## src/rtl/wb_arbiter_pkg.sv

```systemverilog
// Shared definitions for the write-back arbiter slice.
// Holds the machine word and register-address widths used across the core,
// the depth of the long-latency result buffer, and the encoding of the
// write-port source selected each cycle.
package wb_arbiter_pkg;

  localparam int WORD_LEN     = 32;
  localparam int REGADDR_LEN  = 5;
  localparam int WB_BUF_DEPTH = 2;

  // Which candidate owns the register-file write port this cycle.
  typedef enum logic [1:0] {
    SRC_NONE = 2'd0,
    SRC_ALU  = 2'd1,
    SRC_BUF  = 2'd2
  } wb_src_t;

endpackage

```

## src/rtl/wb_fifo.sv

```systemverilog
// Small synchronous FIFO that holds MDU results waiting for the write port.
// Ports:
//   clk, rst      clock (rising edge) and asynchronous active-low reset
//   push, din     write din at the tail (caller guarantees !full)
//   pop           drop the head (caller guarantees !empty)
//   full, empty   occupancy flags, derived from the registered count only
//   head          entry at the head of the queue
// Push and pop in the same cycle keep the count unchanged.
module wb_fifo
  import wb_arbiter_pkg::*;
#(
  parameter int DW    = WORD_LEN + REGADDR_LEN,
  parameter int DEPTH = WB_BUF_DEPTH
) (
  input  logic          clk,
  input  logic          rst,
  input  logic          push,
  input  logic          pop,
  input  logic [DW-1:0] din,
  output logic          full,
  output logic          empty,
  output logic [DW-1:0] head
);

  localparam int PW = (DEPTH > 1) ? $clog2(DEPTH) : 1;
  localparam int CW = $clog2(DEPTH + 1);

  logic [DW-1:0] mem [DEPTH];
  logic [PW-1:0] wr_ptr;
  logic [PW-1:0] rd_ptr;
  logic [CW-1:0] count;

  assign full  = (count == CW'(DEPTH));
  assign empty = (count == '0);
  assign head  = mem[rd_ptr];

  always_ff @(posedge clk or negedge rst) begin
    if (!rst) begin
      wr_ptr <= '0;
      rd_ptr <= '0;
      count  <= '0;
    end else begin
      if (push) wr_ptr <= (wr_ptr == PW'(DEPTH - 1)) ? '0 : wr_ptr + PW'(1);
      if (pop)  rd_ptr <= (rd_ptr == PW'(DEPTH - 1)) ? '0 : rd_ptr + PW'(1);
      case ({push, pop})
        2'b10:   count <= count + CW'(1);
        2'b01:   count <= count - CW'(1);
        default: count <= count;
      endcase
    end
  end

  // Storage carries data only; validity is tracked by the pointers above.
  always_ff @(posedge clk) begin
    if (push) mem[wr_ptr] <= din;
  end

endmodule

```

## src/rtl/wb_arbiter.sv

```systemverilog
// Write-back arbiter and scoreboard for the register-file write port.
// Merges single-cycle ALU results with buffered MDU results, tracks
// destinations with outstanding long-latency writes and raises a
// read-after-write hazard for the decode stage.
// Ports:
//   clk, rst                       clock, asynchronous active-low reset
//   alu_valid/alu_dest/alu_data    ALU result (no backpressure)
//   alu_stall                      buffer full, ALU must stay idle
//   mdu_valid/mdu_ready            MDU result handshake
//   mdu_dest/mdu_data              MDU result payload
//   iss_valid/iss_dest             long-latency issue, marks dest pending
//   chk_reg1/chk_reg2, hazard      decode source check
//   w/W_Reg/W_Data                 registered register-file write port
//   err                            sticky protocol-violation flag
module wb_arbiter
  import wb_arbiter_pkg::*;
#(
  parameter int W  = WORD_LEN,
  parameter int AW = REGADDR_LEN
) (
  input  logic          clk,
  input  logic          rst,
  input  logic          alu_valid,
  input  logic [AW-1:0] alu_dest,
  input  logic [W-1:0]  alu_data,
  output logic          alu_stall,
  input  logic          mdu_valid,
  output logic          mdu_ready,
  input  logic [AW-1:0] mdu_dest,
  input  logic [W-1:0]  mdu_data,
  input  logic          iss_valid,
  input  logic [AW-1:0] iss_dest,
  input  logic [AW-1:0] chk_reg1,
  input  logic [AW-1:0] chk_reg2,
  output logic          hazard,
  output logic          w,
  output logic [AW-1:0] W_Reg,
  output logic [W-1:0]  W_Data,
  output logic          err
);

  localparam int NREG = 1 << AW;
  localparam int EW   = AW + W;

  logic            full;
  logic            empty;
  logic [EW-1:0]   head;
  logic [AW-1:0]   head_dest;
  logic [W-1:0]    head_data;
  logic            push;
  logic            pop;
  wb_src_t         src;
  logic [AW-1:0]   sel_dest;
  logic [W-1:0]    sel_data;
  logic            wr_en;
  logic [NREG-1:0] pending;
  logic [NREG-1:0] pending_nxt;
  logic            err_nxt;

  wb_fifo #(.DW(EW), .DEPTH(WB_BUF_DEPTH)) u_fifo (
    .clk   (clk),
    .rst   (rst),
    .push  (push),
    .pop   (pop),
    .din   ({mdu_dest, mdu_data}),
    .full  (full),
    .empty (empty),
    .head  (head)
  );

  assign head_dest = head[EW-1:W];
  assign head_data = head[W-1:0];

  // Handshake depends only on occupancy, never on mdu_valid.
  assign mdu_ready = !full;
  assign alu_stall = full;
  assign push      = mdu_valid && !full;

  always_comb begin
    src = SRC_NONE;
    if (alu_valid)   src = SRC_ALU;
    else if (!empty) src = SRC_BUF;
  end

  assign pop = (src == SRC_BUF);

  always_comb begin
    sel_dest = '0;
    sel_data = '0;
    case (src)
      SRC_ALU: begin
        sel_dest = alu_dest;
        sel_data = alu_data;
      end
      SRC_BUF: begin
        sel_dest = head_dest;
        sel_data = head_data;
      end
      default: ;
    endcase
  end

  // Writes to $zero are consumed but never reach the register file.
  assign wr_en = (src != SRC_NONE) && (sel_dest != '0);

  // Clear before set so an issue to the same register in the same cycle wins.
  // Bit 0 is never set, which keeps $zero hazard-free.
  always_comb begin
    pending_nxt = pending;
    if (pop && head_dest != '0)         pending_nxt[head_dest] = 1'b0;
    if (iss_valid && iss_dest != '0)    pending_nxt[iss_dest]  = 1'b1;
  end

  assign hazard = pending[chk_reg1] | pending[chk_reg2];

  always_comb begin
    err_nxt = err;
    if (iss_valid && iss_dest != '0 && pending[iss_dest])  err_nxt = 1'b1;
    if (alu_valid && full)                                 err_nxt = 1'b1;
    if (pop && head_dest != '0 && !pending[head_dest])     err_nxt = 1'b1;
  end

  // Stage boundary: arbitration result -> register-file write port.
  always_ff @(posedge clk or negedge rst) begin
    if (!rst) begin
      w       <= 1'b0;
      W_Reg   <= '0;
      W_Data  <= '0;
      err     <= 1'b0;
      pending <= '0;
    end else begin
      w       <= wr_en;
      err     <= err_nxt;
      pending <= pending_nxt;
      if (wr_en) begin
        W_Reg  <= sel_dest;
        W_Data <= sel_data;
      end
    end
  end

endmodule

```

## config.mk

```make
export PLATFORM = sky130hd
export DESIGN_NAME = wb_arbiter
export DESIGN_NICKNAME = d
export VERILOG_FILES = /design/src/rtl/wb_arbiter_pkg.sv /design/src/rtl/wb_fifo.sv /design/src/rtl/wb_arbiter.sv
export SDC_FILE = /design/constraint.sdc
export NUM_CORES = 1
export LEC_CHECK = 0
export CORE_UTILIZATION = 45
export DETAILED_ROUTE_END_ITERATION = 10
export GPL_ROUTABILITY_DRIVEN = 0
export GPL_TIMING_DRIVEN = 0
export PLACE_DENSITY = 0.71
export REMOVE_ABC_BUFFERS = 1
export SYNTH_ARGS = -nofsm -noshare
export SYNTH_HDL_FRONTEND = slang
export SYNTH_SLANG_ARGS = --single-unit
```

## constraint.sdc

```tcl
create_clock -name clk -period 3.1 [get_ports clk]
set_input_delay 0.62 -clock clk [delete_from_list [all_inputs] [get_ports clk]]
set_output_delay 0.62 -clock clk [all_outputs]
set_load 0.02 [all_outputs]
```

# ---- Word level (Yosys, flattened, before mapping)
# Memories as Yosys holds them, arrays and structs flattened.
# Index checks and enable logic that the tools add are counted.
dict set report totals {
  ramBits 74
  wordCells 72
  input_bits 94
  output_inout_bits 42
  regBits 75
  n_memories 1
}
# name words word_bits rd rd_clocked_by_memory_dff wr line_no
set memory_table {}
lappend memory_table {u_fifo.mem 2 37 1 0 1 wb_fifo.sv:28} ;# logic [DW-1:0] mem [DEPTH];
dict set report op_classes {
  addsub 4
  eq_ne 5
  magnitude_cmp 6
  mux 26
  reduce_logical 18
  n_bitwise 4
}
# cell count
set op_table {}
lappend op_table {{$mux 32} 2}
lappend op_table {{$pmux 32 s2} 1}
lappend op_table {{$and 32x32->32} 1}
lappend op_table {{$not 32->32} 1}
lappend op_table {{$or 32x32->32} 1}
lappend op_table {{$lt 5x6->1 const B} 4}
lappend op_table {{$bmux 1 s5} 4}
lappend op_table {{$reduce_bool 5->1} 3}
lappend op_table {{$mux 1} 13}
lappend op_table {{$demux 1 s5} 2}
lappend op_table {{$ge 5x1->1 const B} 2}
lappend op_table {{$pmux 5 s2} 1}
lappend op_table {{$logic_and 1x1->1} 9}
lappend op_table {{$eq 2x2->1 const B} 3}
lappend op_table {{$eq 2x1->1 const B} 2}
lappend op_table {{$mux 2} 2}
lappend op_table {{$pmux 2 s2} 1}
lappend op_table {{$reduce_bool 2->1} 2}
lappend op_table {{$reduce_bool 3->1} 1}
lappend op_table {{$add 1x1->1 const B} 2}
lappend op_table {{$add 2x1->2 const B} 1}
lappend op_table {{$logic_not 1->1} 2}
lappend op_table {{$logic_not 2->1} 1}
lappend op_table {{$sub 2x1->2 const B} 1}
lappend op_table {{$or 1x1->1} 1}

# ---- Longest topological paths before layout
# An unclocked memory read counts as a cell.
dict set report depth {
  depth_word 10
  depth_mapped 9
  mapped_depth_nobuf 6
}

# ---- Hierarchy
# A second synthesis with hierarchy kept.
dict set report hier_totals {
  cells_unflattened 537
  hier_area_um2 7069.3
}
# module seq_area_each_um2 cells_each area_each_um2 n_inst
set by_module_without_submodules {}
lappend by_module_without_submodules {wb_arbiter 1776.7 406 4132.7 1}
lappend by_module_without_submodules {wb_fifo 2322.2 131 2936.6 1}

# ---- Worst setup path after synthesis
# No wires, ideal clock.
dict set report synth_timing {
  path_type {reg2reg}
  start {register u_fifo.count[0]}
  end {memory u_fifo.mem[0][0] (netlist bit) (enable)}
  path_slack_ps 270
  required_time_ps 2669
  arrival_ps 2398
  synth_period_minus_slack_ps 2830
  path_stages_with_launch 4
  path_buffers 0
  setup_ps 431
  path_cell_list {dfrtp_1 > nand2b_1 > nand2_1 > nor2_1}
}
dict set report synth_via {
  elab_chain_cells 5
}
# element line_no
set synth_lines {}
lappend synth_lines {{start, declared} wb_fifo.sv:31} ;# logic [CW-1:0] count;
lappend synth_lines {{start signal, assigned} wb_fifo.sv:46} ;# 2'b10: count <= count + CW'(1);
lappend synth_lines {{start signal, assigned} wb_fifo.sv:47} ;# 2'b01: count <= count - CW'(1);
lappend synth_lines {{start signal, assigned} wb_fifo.sv:48} ;# default: count <= count;
lappend synth_lines {{$eq 2x2->1} wb_fifo.sv:33} ;# assign full = (count == CW'(DEPTH));
lappend synth_lines {{$logic_not 1->1} --}
lappend synth_lines {{net mdu_ready} wb_arbiter.sv:28} ;# output logic mdu_ready,
lappend synth_lines {{$logic_and 1x1->1} wb_arbiter.sv:77} ;# assign push = mdu_valid && !full;
lappend synth_lines {{$mux 1} wb_fifo.sv:55} ;# if (push) mem[wr_ptr] <= din;
lappend synth_lines {{$mux 1 (implied by the code)} wb_fifo.sv:55}
lappend synth_lines {{end, declared} wb_fifo.sv:28}
# The timed path passes the listed nets, and every way through them passes these cells.

# ---- Worst setup path after layout
dict set report layout_timing {
  start {register pending[23]}
  end {output hazard}
}
dict set report layout_via {
  elab_chain_cells 3
  elab_cells_between_ends 5
  classes_between {4 x mux; 1 x bitwise}
}
# element line_no
set layout_lines {}
lappend layout_lines {{start, declared} wb_arbiter.sv:56} ;# logic [NREG-1:0] pending;
lappend layout_lines {{start signal, assigned} wb_arbiter.sv:134} ;# pending <= pending_nxt;
lappend layout_lines {{$bmux 1 s5} wb_arbiter.sv:114} ;# assign hazard = pending[chk_reg1] | pending[chk_reg2];
lappend layout_lines {{$mux 1 (implied by the code)} wb_arbiter.sv:114}
lappend layout_lines {{$or 1x1->1 *} wb_arbiter.sv:114}
lappend layout_lines {{end, declared} wb_arbiter.sv:35} ;# output logic hazard,
# Every way passes the cells marked *; elsewhere a longest branch is shown, timed or not. The select of a mux whose other input is x is not followed.

==> summary.md <==
* **initial core utilization** 0.461
* **via count of the first global-routing pass** 5412
* **max-slew headroom at the worst pin** 0.290
* **vias** 5180
* **Comb power frac** 0.352
* **die width** 127 µm
* **CTS Sinks** 149
* **post-DR wirelength/cell** 20.0 µm
* **pin count of the biggest net entering global routing** 66
* **setup violators final** 0
* **Total GRT Usage** 0.229
* **Final #Nets** 773
* **largest cells by area after synthesis** edfxtp_1 (32%), dfrtp_1 (27%), mux4_2 (11%), mux2i_1 (6.2%), a21oi_1 (4.9%)
* **maximum clock skew at final layout** 8.86 ps
* **sequential fraction of the synthesis area** 0.587
* **Core Area** 0.0151 mm²
* **clock-pin slew on the worst setup and hold paths** 60 ps
* **share of the clock period used by the worst path** 0.955
* **switching power** 2.91 mW
* **Final Max Tran Viols** 0
* **outcome** finished clean
* **achievable frequency** 0.338 GHz
* **Ports** 136
* **detailed-route wire length** 17.6 mm
* **Worst-Skew Late Latency** 410 ps
* **area fraction of the dominant cell type after synthesis** 0.318
* **CTS tree** done
* **kind of critical path** flip-flop to output pin
* **half-perimeter wire length of the detailed placement result** 12.0 mm
* **Iter 0 DRT Violations** 361
* **power density normalized to cell area** 923 mW/mm²
* **number of flops mapped to enable cells by yosys** 74
* **share of total power consumed by net switching** 0.344
* **cell accounting for the most synthesized area** edfxtp_1
* **number of detailed-route iterations in the first pass** 5
* **Die Area** 0.0160 mm²
* **Post-synth top cells** dfrtp_1 (75), edfxtp_1 (74), nor2_1 (71)
* **Post-DRT Antenna Nets** 0
* **post-synth cell types** 48
* **clock network power share** 0.249
* **relative contribution of sequential cells to total power** 0.400
* **Data arrival, critical path** 2340 ps
* **# rows** 45
* **global-route wire length before repair** 28.2 mm
* **kind of capture point of the worst setup path** output pin
* **number of buffers added for setup after CTS** 0
* **Critical Path Start Type** flip-flop
* **post-synthesis cell count** 552
* **register-to-register path setup slack** 310 ps
* **Hold Slack** 121 ps
* **synthesis warning total** 0
* **Avg Inst Size Synth** 12.6 µm²
* **fraction of layout cells with a size suffix above 1** 0.127
* **Power Internal** 5.53 mW
* **overall power** 8.44 mW
* **Antenna Diode Count** 0
* **CP required** 2480 ps
* **sequential cell area in the final layout** 0.00410 mm²
* **fill cell instance count of the final layout** 1171
* **number of CTS-inserted buffers** 17
* **slew of the pin with the lowest slew margin** 1070 ps
* **worst IR drop on VDD** 0.489 mV
* **cell with the most instances after synthesis** dfrtp_1
* **maximum clock insertion buffer count** 2
* **post-synthesis cell area** 0.00698 mm²
* **post-route DRC violation count** 0
* **master cell of the clock root buffer** clkbuf_16
* **Sum Neg Setup Slack** 0 ps
* **largest fanout on the critical path** 5
* **count of state elements after synthesis** 149
* **die boundary height** 127 µm
* **area of the multi-input gates** 0.00274 mm²
* **Tmin final** 2960 ps
* **Area Growth Syn to Fin** 30.9%
* **maximum capacitance violations** 0
* **routed via count divided by cell count** 5.89
* **hold violation count in the final report** 0
* **setup repair after global routing missed its margin** no
* **remaining global-route overflow** 0
* **maximum level of the CTS H-tree** 4
* **static leakage** 3.42 nW
* **worst min-delay path class** primary input to async pin
* **number of port buffers** 135
* **antenna violations before repair** 0
* **share of synthesized flip-flops with an asynchronous set or reset** 0.503
* **Synth Flop Type** dfrtp_1
stage by stage:
stage	cells	worst slack [ps]	util	area, µm²
finish	879	139	0.604	9140
global route	879	54.3	0.604	9140
CTS	879	105	0.603	9140
detailed placement	847	-800	0.563	8530
global placement	842	-2670	0.555	8410
floorplan	519	-747	-	6820
cell type report:
cell class / instances / share of cell area
multi-input cells: 364 / 0.299
clock inverters: 14 / 0.0193
clock buffers: 18 / 0.0469
flip-flops and latches: 149 / 0.449
inverters: 6 / 0.00246
well taps: 188 / 0.0257
repair buffers: 140 / 0.158
worst paths after layout:
kind | cells after the start | to | from
setup / recovery | 5 | hazard | pending[23]
hold / removal | 1 | u_fifo.count[1] | rst
setup reg to reg | 6 | W_Data[26] | u_fifo.rd_ptr
hold reg to reg | 0 | pending[0] | pending[0]
max in group asynchronous | 2 | u_fifo.rd_ptr | rst
min in group clk | 0 | pending[0] | pending[0]
cells in the final DEF (no fill, tap or decap), types with 9 or more instances in the layout:
| cell type | n |
|---|---|
| clkbuf_16 | 17 |
| mux2i_1 | 42 |
| nor2_1 | 70 |
| a21oi_1 | 68 |
| clkdlybuf4s50_1 | 128 |
| nand3_1 | 9 |
| edfxtp_1 | 74 |
| o21ai_0 | 64 |
| dfrtp_1 | 74 |
| nand2b_1 | 11 |
| nand2_1 | 13 |
| mux4_2 | 33 |
layer usage:
metal / global-route usage / vias up / part of all wire
li1: - / 2348 / -
met1: 0.299 / 2581 / 0.42
met2: 0.366 / 224 / 0.47
met3: 0.0696 / 27 / 0.091
met4: 0.0773 / 0 / 0.015
met5: 0 / - / 0
logic make-up after synthesis:
| family | after synthesis | share of synthesized area |
|---|---|---|
| compound gates | 157 | 0.128 |
| simple gates | 123 | 0.0792 |
| flops | 149 | 0.587 |
| fa+ha+maj | 1 | 0.00179 |
| buf+inv | 39 | 0.0258 |
| xor+xnor | 5 | 0.00627 |
| mux | 78 | 0.172 |
power by group through the flow:
| stage | Combinational, mW | Sequential, mW | Clock [mW] |
|---|---|---|---|
| after CTS | 2.99 | 3.35 | 2.12 |
| after floorplan | 1.59 | 3.47 | 0 |
| final | 2.97 | 3.37 | 2.10 |
| after global routing | 3.21 | 3.45 | 2.21 |
| after global placement | 2.80 | 3.38 | 0 |
| after detailed placement | 2.97 | 3.37 | 0 |
timing repair:
| item | 4_1_cts | 5_1_grt |
|---|---|---|
| endpoints found under the setup margin | 3 | 11 |
| gates resized for setup | 20 | 2 |
| pin swaps | 0 | 0 |
| hold buffers | 0 | 0 |
sequential cells by signal, summed over array words and instances (netlist names):
register / cells
u_fifo.wr_ptr: 1
pending: 32
u_fifo.mem: 74
err: 1
W_Reg: 5
W_Data: 32
w: 1
u_fifo.count: 2
u_fifo.rd_ptr: 1
critical path, stage by stage (launching register included):
cell,delay [ps]
dfrtp_1,440
mux4_2,490
mux4_2,480
mux2i_1,140
nand2_1,60
dlygate4sd2_1,310
No activity file was read; power rests on OpenSTA's default activity.
